File: src/rtl/dlsc_pcie_s6_tx_arbiter.sv
`default_nettype none
//==============================================================================
// Module      : dlsc_pcie_s6_tx_arbiter
// Description : Final transmit stage of the Spartan-6 PCIe bridge. Merges the
//               outbound request stream and the completion stream into the
//               hard core's TRN transmit interface, one whole TLP at a time.
//               Packet starts are gated on link-up and on free transmit
//               buffers. Core-initiated config transmits are granted only
//               between packets. Core-side TLP drops are counted.
// Ports       : clk, rst               - clock, synchronous active-high reset
//               req_* (ready/valid/data/last) - outbound request TLP stream
//               cpl_* (ready/valid/data/last) - completion TLP stream
//               trn_td/tsof_n/teof_n/tsrc_rdy_n/tdst_rdy_n - TRN tx data path
//               trn_tsrc_dsc_n/tstr_n/terrfwd_n - tied inactive (1)
//               trn_tbuf_av            - free transmit buffers in the core
//               trn_terr_drop_n        - core dropped a TLP (active low)
//               trn_tcfg_req_n/gnt_n   - core config transmit handshake
//               trn_lnk_up_n           - link up (active low)
//               drop_cnt               - saturating count of drop cycles
// Revision    : 1.0 - initial release
//==============================================================================
module dlsc_pcie_s6_tx_arbiter #(
    parameter int BUF_MIN    = 2,
    parameter int DROP_CNT_W = 8
) (
    input  logic                  clk,
    input  logic                  rst,

    output logic                  req_ready,
    input  logic                  req_valid,
    input  logic [31:0]           req_data,
    input  logic                  req_last,

    output logic                  cpl_ready,
    input  logic                  cpl_valid,
    input  logic [31:0]           cpl_data,
    input  logic                  cpl_last,

    output logic [31:0]           trn_td,
    output logic                  trn_tsof_n,
    output logic                  trn_teof_n,
    output logic                  trn_tsrc_rdy_n,
    input  logic                  trn_tdst_rdy_n,
    output logic                  trn_tsrc_dsc_n,
    output logic                  trn_tstr_n,
    output logic                  trn_terrfwd_n,
    input  logic [5:0]            trn_tbuf_av,
    input  logic                  trn_terr_drop_n,
    input  logic                  trn_tcfg_req_n,
    output logic                  trn_tcfg_gnt_n,
    input  logic                  trn_lnk_up_n,

    output logic [DROP_CNT_W-1:0] drop_cnt
);

    typedef enum logic [1:0] {
        ST_IDLE  = 2'd0,
        ST_REQ   = 2'd1,
        ST_CPL   = 2'd2,
        ST_FLUSH = 2'd3
    } state_t;

    localparam logic [5:0]            c_BUF_MIN  = 6'(BUF_MIN);
    localparam logic [DROP_CNT_W-1:0] c_DROP_ONE = {{(DROP_CNT_W-1){1'b0}}, 1'b1};

    state_t                r_state;
    state_t                w_state_nxt;
    logic                  r_rr;          // last served source: 0 = req, 1 = cpl
    logic                  w_rr_nxt;
    logic                  r_first;       // next accepted beat opens a packet
    logic [31:0]           r_td;
    logic                  r_sof_n;
    logic                  r_eof_n;
    logic                  r_src_rdy_n;
    logic [DROP_CNT_W-1:0] r_drop_cnt;

    logic                  w_out_free;
    logic                  w_start_ok;
    logic                  w_req_elig;
    logic                  w_cpl_elig;
    logic                  w_sel_cpl;
    logic                  w_sel_valid;
    logic [31:0]           w_sel_data;
    logic                  w_sel_last;
    logic                  w_sel_ready;
    logic                  w_load;
    logic                  w_flush_entry;
    logic                  w_cfg_gnt;

    // Output register can take a beat when empty or when its beat leaves now.
    assign w_out_free = r_src_rdy_n | ~trn_tdst_rdy_n;
    assign w_start_ok = ~trn_lnk_up_n & (trn_tbuf_av >= c_BUF_MIN);
    assign w_req_elig = req_valid & w_start_ok;
    assign w_cpl_elig = cpl_valid & w_start_ok;

    // In FLUSH the locked source is remembered by the round-robin pointer,
    // which always holds the source of the most recently started packet.
    assign w_sel_cpl   = (r_state == ST_CPL) || ((r_state == ST_FLUSH) && r_rr);
    assign w_sel_valid = w_sel_cpl ? cpl_valid : req_valid;
    assign w_sel_data  = w_sel_cpl ? cpl_data  : req_data;
    assign w_sel_last  = w_sel_cpl ? cpl_last  : req_last;

    always_comb begin
        w_state_nxt   = r_state;
        w_rr_nxt      = r_rr;
        w_sel_ready   = 1'b0;
        w_load        = 1'b0;
        w_flush_entry = 1'b0;
        w_cfg_gnt     = 1'b0;
        case (r_state)
            ST_IDLE: begin
                // A pending config request blocks new starts until granted,
                // so it always wins over both data sources.
                if (!trn_tcfg_req_n) begin
                    w_cfg_gnt = w_out_free;
                end else if (w_req_elig && w_cpl_elig) begin
                    w_rr_nxt    = ~r_rr;
                    w_state_nxt = r_rr ? ST_REQ : ST_CPL;
                end else if (w_req_elig) begin
                    w_rr_nxt    = 1'b0;
                    w_state_nxt = ST_REQ;
                end else if (w_cpl_elig) begin
                    w_rr_nxt    = 1'b1;
                    w_state_nxt = ST_CPL;
                end
            end
            ST_REQ, ST_CPL: begin
                if (trn_lnk_up_n) begin
                    w_flush_entry = 1'b1;
                    w_state_nxt   = ST_FLUSH;
                end else begin
                    w_sel_ready = w_out_free;
                    w_load      = w_sel_valid & w_out_free;
                    if (w_load && w_sel_last) begin
                        w_state_nxt = ST_IDLE;
                    end
                end
            end
            ST_FLUSH: begin
                // Drain the rest of the interrupted packet without sending it.
                w_sel_ready = 1'b1;
                if (w_sel_valid && w_sel_last) begin
                    w_state_nxt = ST_IDLE;
                end
            end
            default: begin
                w_state_nxt = ST_IDLE;
            end
        endcase
    end

    always_ff @(posedge clk) begin
        if (rst) begin
            r_state     <= ST_IDLE;
            r_rr        <= 1'b0;
            r_first     <= 1'b1;
            r_td        <= 32'd0;
            r_sof_n     <= 1'b1;
            r_eof_n     <= 1'b1;
            r_src_rdy_n <= 1'b1;
            r_drop_cnt  <= '0;
        end else begin
            r_state <= w_state_nxt;
            r_rr    <= w_rr_nxt;

            if (r_state == ST_IDLE) begin
                r_first <= 1'b1;
            end else if (w_load) begin
                r_first <= 1'b0;
            end

            if (w_flush_entry) begin
                r_src_rdy_n <= 1'b1;
                r_sof_n     <= 1'b1;
                r_eof_n     <= 1'b1;
            end else if (w_load) begin
                r_td        <= w_sel_data;
                r_sof_n     <= ~r_first;
                r_eof_n     <= ~w_sel_last;
                r_src_rdy_n <= 1'b0;
            end else if (!trn_tdst_rdy_n) begin
                r_src_rdy_n <= 1'b1;
                r_sof_n     <= 1'b1;
                r_eof_n     <= 1'b1;
            end

            if (!trn_terr_drop_n && (r_drop_cnt != {DROP_CNT_W{1'b1}})) begin
                r_drop_cnt <= r_drop_cnt + c_DROP_ONE;
            end
        end
    end

    assign req_ready      = w_sel_ready & ~w_sel_cpl;
    assign cpl_ready      = w_sel_ready &  w_sel_cpl;
    assign trn_td         = r_td;
    assign trn_tsof_n     = r_sof_n;
    assign trn_teof_n     = r_eof_n;
    assign trn_tsrc_rdy_n = r_src_rdy_n;
    assign trn_tsrc_dsc_n = 1'b1;
    assign trn_tstr_n     = 1'b1;
    assign trn_terrfwd_n  = 1'b1;
    // Grant is held off while reset is applied.
    assign trn_tcfg_gnt_n = ~(w_cfg_gnt & ~rst);
    assign drop_cnt       = r_drop_cnt;

endmodule
`default_nettype wire
File: config.mk
export PLATFORM = sky130hd
export DESIGN_NAME = dlsc_pcie_s6_tx_arbiter
export DESIGN_NICKNAME = d
export VERILOG_FILES = /design/src/rtl/dlsc_pcie_s6_tx_arbiter.sv
export SDC_FILE = /design/constraint.sdc
export NUM_CORES = 1
export LEC_CHECK = 0
export ABC_CLOCK_PERIOD_IN_PS = 2300
export BUFFER_PORTS_ARGS = -buffer_cell sky130_fd_sc_hd__buf_2
export CAP_MARGIN = 15
export CORE_MARGIN = 2
export CORE_UTILIZATION = 45
export CTS_BUF_LIST = sky130_fd_sc_hd__clkbuf_4
export DETAILED_ROUTE_END_ITERATION = 7
export PLACE_DENSITY_LB_ADDON = 0.12
export SETUP_SLACK_MARGIN = 0.3
export SLEW_MARGIN = 20
export SYNTH_ARGS = -nofsm -noshare
export SYNTH_HDL_FRONTEND = slang
export SYNTH_SLANG_ARGS = --single-unit
export TNS_END_PERCENT = 5
File: constraint.sdc
create_clock -name clk -period 2.3 [get_ports clk]
set_clock_uncertainty 0.1 [all_clocks]
set_input_delay 0.46 -clock clk [delete_from_list [all_inputs] [get_ports clk]]
set_output_delay 0.46 -clock clk [all_outputs]
set_load 0.05 [all_outputs]
## Word level (Yosys, flattened, before mapping)

Cells that the tools add are included.

| operators by class | value |
|---|---|
| add/sub/neg operators | 1 |
| order comparisons | 1 |
| equality and inequality tests | 9 |
| muxes and demuxes | 27 |
| bitwise operators | 17 |
| reduce and logical (&&, ||, !) cells | 15 |

Operators with widths:

| kind | count |
|---|---|
| $mux W32 | 1 |
| $mux W1 | 16 |
| $mux W2 | 8 |
| $not A1 Y1 | 9 |
| $add A8 B1 Y8 const B | 1 |
| $ne A8 B8 Y1 const B | 1 |
| $and A1 B1 Y1 | 7 |
| $ge A6 B2 Y1 const B | 1 |
| $pmux W2 S3 | 1 |
| $reduce_or A2 Y1 | 3 |
| $logic_and A1 B1 Y1 | 5 |
| $eq A2 B2 Y1 const B | 2 |
| $ne A2 B1 Y1 const B | 2 |
| $ne A4 B4 Y1 const B | 1 |
| $reduce_and A4 Y1 | 1 |
| $ne A3 B3 Y1 const B | 1 |
| $reduce_and A3 Y1 | 1 |
| $reduce_bool A3 Y1 | 1 |
| $eq A2 B1 Y1 const B | 1 |
| $logic_not A2 Y1 | 1 |
| $ne A2 B2 Y1 const B | 1 |
| $pmux W1 S2 | 1 |
| $reduce_and A2 Y1 | 1 |
| $logic_not A1 Y1 | 1 |
| other kinds (2) | 2 |

| storage, ports and cells | value |
|---|---|
| register bits | 47 |
| bits of input ports | 80 |
| logic and storage cells | 78 |

## Depth between registers and ports, before layout

| logic depth | value |
|---|---|
| depth in word-level cells | 9 |
| depth in mapped cells | 9 |

## Least setup slack after synthesis

OpenSTA, ideal clock, no wires.

| path | value |
|---|---|
| path kind | register -> output |
| start point | reg r_state[0] |
| end point | out cpl_ready |
| arrival | 1.767 ns |
| required time | 1.740 ns |
| path slack | -0.027 ns |
| cell stages (with the launch flop) | 8 |
| cells stage by stage | dfxtp_1 -> inv_1 -> ha_1 -> nor2b_1 -> nand2_1 -> nand2b_1 -> nand2_1 -> nor2_1 |

| on the way | value |
|---|---|
| cells in the longest elaborated chain, start to end | 4 |
| elaborated cells on any way between the ends | 8 |

Ends and longest elaborated chain:

| element | line | RTL |
|---|---|---|
| start, declared | 66 | `state_t r_state;` |
| start signal, assigned | 163 | `r_state <= w_state_nxt;` |
| $eq A2 B2 Y1 or $eq A2 B1 Y1 (tied branches) | 98, 110 |  |
| $reduce_or A2 Y1 or $logic_and A1 B1 Y1 (tied branches) | 110, 98 |  |
| $pmux W1 S2 or $logic_or A1 B1 Y1 (tied branches) | 110, 98 |  |
| $and A1 B1 Y1 * | 194 | `assign cpl_ready = w_sel_ready & w_sel_cpl;` |
| end, declared | 34 | `output logic cpl_ready,` |

Mark *: on every way between the ends. The rest lies on a longest branch, timed or not.

## Final worst setup path

| path | value |
|---|---|
| start point | reg r_state[1] |
| end point | out cpl_ready |

The elaborated chain is that of the path after synthesis.

==> impl_metrics.yaml <==
clock_tree:
  numCtsBuffers: 5
  cts_htree_levels: 2
  cts.sinks: 47
  worstSkewPairLatency_ps: 350
  clk_path_buf_depth: 2
  cts_tree: "built"
  cts-root-buf: "clkbuf_4"
  clkTransAtPathRegs_ps: 140
worst_setup_path:
  cp-start-kind: "flop"
  worstPathArrival_ps: 1660
  critical_path_class: "flop to output port"
  worstPathMaxFanout: 2
  crit_path_end_kind: "output port"
  required_ps: 1740
die:
  die_h_um: 75
  start_util_pct: 47.4
  die_x_um: 75
  io_pins: 129
  die-area_mm2: 0.00563
  num_rows: 25
  core-area_mm2: 0.00479
flow_run:
  cap_viol_max_count: 0
timing:
  setup_viol: 0
  rsz0062_at_grt: "yes"
  fin_setup_tns_ps: 0
  maxSlewHeadroom_pct: 66.6
  setup_ws_ps: 82.9
  hold_viol_final: 0
  period_minus_slack_ps: 2220
  worst_pin_slew_ps: 495
  slew_viol_final: 0
  max_freq_mhz: 451
  period_share_pct: 96.4
worst_hold_path:
  min_path_type: "primary input to flop"
global_route:
  track_usage_pct: 21.3
  grt_pass1_vias: 2194
  grt_antenna_before_repair: 0
  grt_pass1_wl_mm: 9.38
  grt_overflow: 0
  grt_max_degree: 62
logic_synthesis:
  synthTopCellsByArea: "dfxtp_1, a311oi_1, nand2_1, nor2_1, buf_4"
  synthXorXnorAreaFrac_pct: 1.54
  synth.mux.area_fraction_pct: 1.38
  synth_edf_count: 0
  synthArstFlopShare_pct: 0
  netlist_area_mm2: 0.00227
  synthDominantCellAreaShare_pct: 41.5
  synth_common_cells: "nand2_1, dfxtp_1, nor2_1"
  postSynthCellCount: 285
  yosysWarnings: 0
  synth_top_cell_by_area: "dfxtp_1"
  synth_compound_area_share_pct: 21.1
  ys_seq_elements: 47
  synth-simple-area-share_pct: 25.9
  postSynthAreaPerCell_um2: 7.96
  synth_ff_type: "dfxtp_1"
  ys_types: 40
  synthAdderAreaFrac_pct: 2.21
  synth_top_family_by_area: "simple AND/OR/NAND/NOR gates"
  synthMostInstantiatedCell: "nand2_1"
  synth-seq-area-share_pct: 41.5
placed_design:
  hpwl_mm: 4.26
  dpl-instance-area_mm2: 0.00294
  io_buffers: 124
  gp_congestion: 0.788
  place_ws_ps: 154
  placedCellCount: 464
pwr:
  p_leak_nw: 1.46
  peakVddDrop_uv: 610
  power.density_mw_per_mm2: 892
drt:
  drtIter0Drc: 113
  drtPass1Iterations: 4
  routed_via_density: 5.10
  wl_per_cell_um: 12.7
  ant_nets: 0
  routed_wirelength_mm: 6.08
  drc_errors: 0
  via_count: 2439
finish:
  final_cells: 478
  insertedDiodeCount: 0
  finish.instance_area_mm2: 0.00314
  fill_cells: 448
  drive_above_1_share_pct: 41.4
  nets: 495
  area_growth_pct: 38.2
outcome:
  status: "completed"
[final timing paths]
check	from	endpoint	slack, ps	depth (start not counted)
setup / recovery	r_state[1]	cpl_ready	80	8
hold / removal	req_data[7]	trn_td[7]	240	3
setup reg to reg	r_state[0]	trn_td[16]	190	9
hold reg to reg	r_first	r_first	390	2
[stage by stage]
| stage | power (mW) | hold WS (ps) | util, % |
|---|---|---|---|
| after floorplan | 1.96 | 344 | - |
| after global placement | 2.27 | 359 | 61.5 |
| after detailed placement | 2.29 | 373 | 61.5 |
| after CTS | 2.78 | 229 | 64.8 |
| after global routing | 2.99 | 238 | 65.5 |
| final | 2.80 | 243 | 65.5 |
[cell families (layout without fill, tap and decap cells)]
| group | count (synthesis) | in the layout |
|---|---|---|
| mux | 3 | 3 |
| buf+inv | 29 | 153 |
| other cells | 1 | 3 |
| fa+ha+maj | 4 | 4 |
| flops | 47 | 47 |
| compound gates | 59 | 59 |
| simple gates | 138 | 138 |
| xor+xnor | 4 | 4 |
[where the power goes]
part           switching (mW)  internal, mW  leakage, nW
Clock                   0.267         0.114       0.0310
Combinational           0.942         0.491         1.05
Sequential             0.0558         0.926        0.382
[worst max-delay path: stages (launching register included)]
cell and delay [ps]:
dfxtp_2 360, inv_2 50, ha_4 260, nor2b_4 140, nand2_2 90, nand2b_4 90
nand2_4 60, nor2_4 100, buf_8 150
[final cells by class]
type,instances,area (um^2),share of cell area [%]
multi-input combinational,211,1260,40.1
sequential,47,943,30.1
timing repair buffer,139,772,24.6
tap,67,83.8,2.67
clock buffer,5,37.5,1.20
inverter,7,26.3,0.838
clock inverter,2,13.8,0.439
[layer usage]
layer | track usage [%] | wire length [um]
met5 | 0 | 0
met4 | 6.75 | 50
met3 | 6.29 | 488
met2 | 36.5 | 2930
met1 | 25.6 | 2610
[sequential cells by signal, summed over array words and instances (netlist names)]
signal          count
trn_tsrc_rdy_n      1
trn_td             32
r_state             2
trn_teof_n          1
r_first             1
trn_tsof_n          1
r_rr                1
drop_cnt            8
[timing repair]
action,in CTS,in global routing
buffers inserted,6,1
hold buffers,0,0
pin swaps,5,2
setup endpoints to repair,35,38
resized for setup,21,5
[cells in the final DEF (no fill, tap or decap), drive strengths merged, types with 2 or more instances in the layout]
master  netlist  layout
nand2        71      71
a21oi         7       7
inv           7       7
or4           2       2
mux2i         2       2
xor2          3       3
ha            4       4
nand2b        5       5
conb          1       3
nor2         42      42
clkbuf        9       5
nor2b         4       4
dfxtp        47      47
buf          13     139
a21bo         2       2
clkinv        0       2
nor3b         2       2
a311oi       35      35
o21ai         8       8
nand3         6       6
No activity file was read; power rests on OpenSTA's default activity.
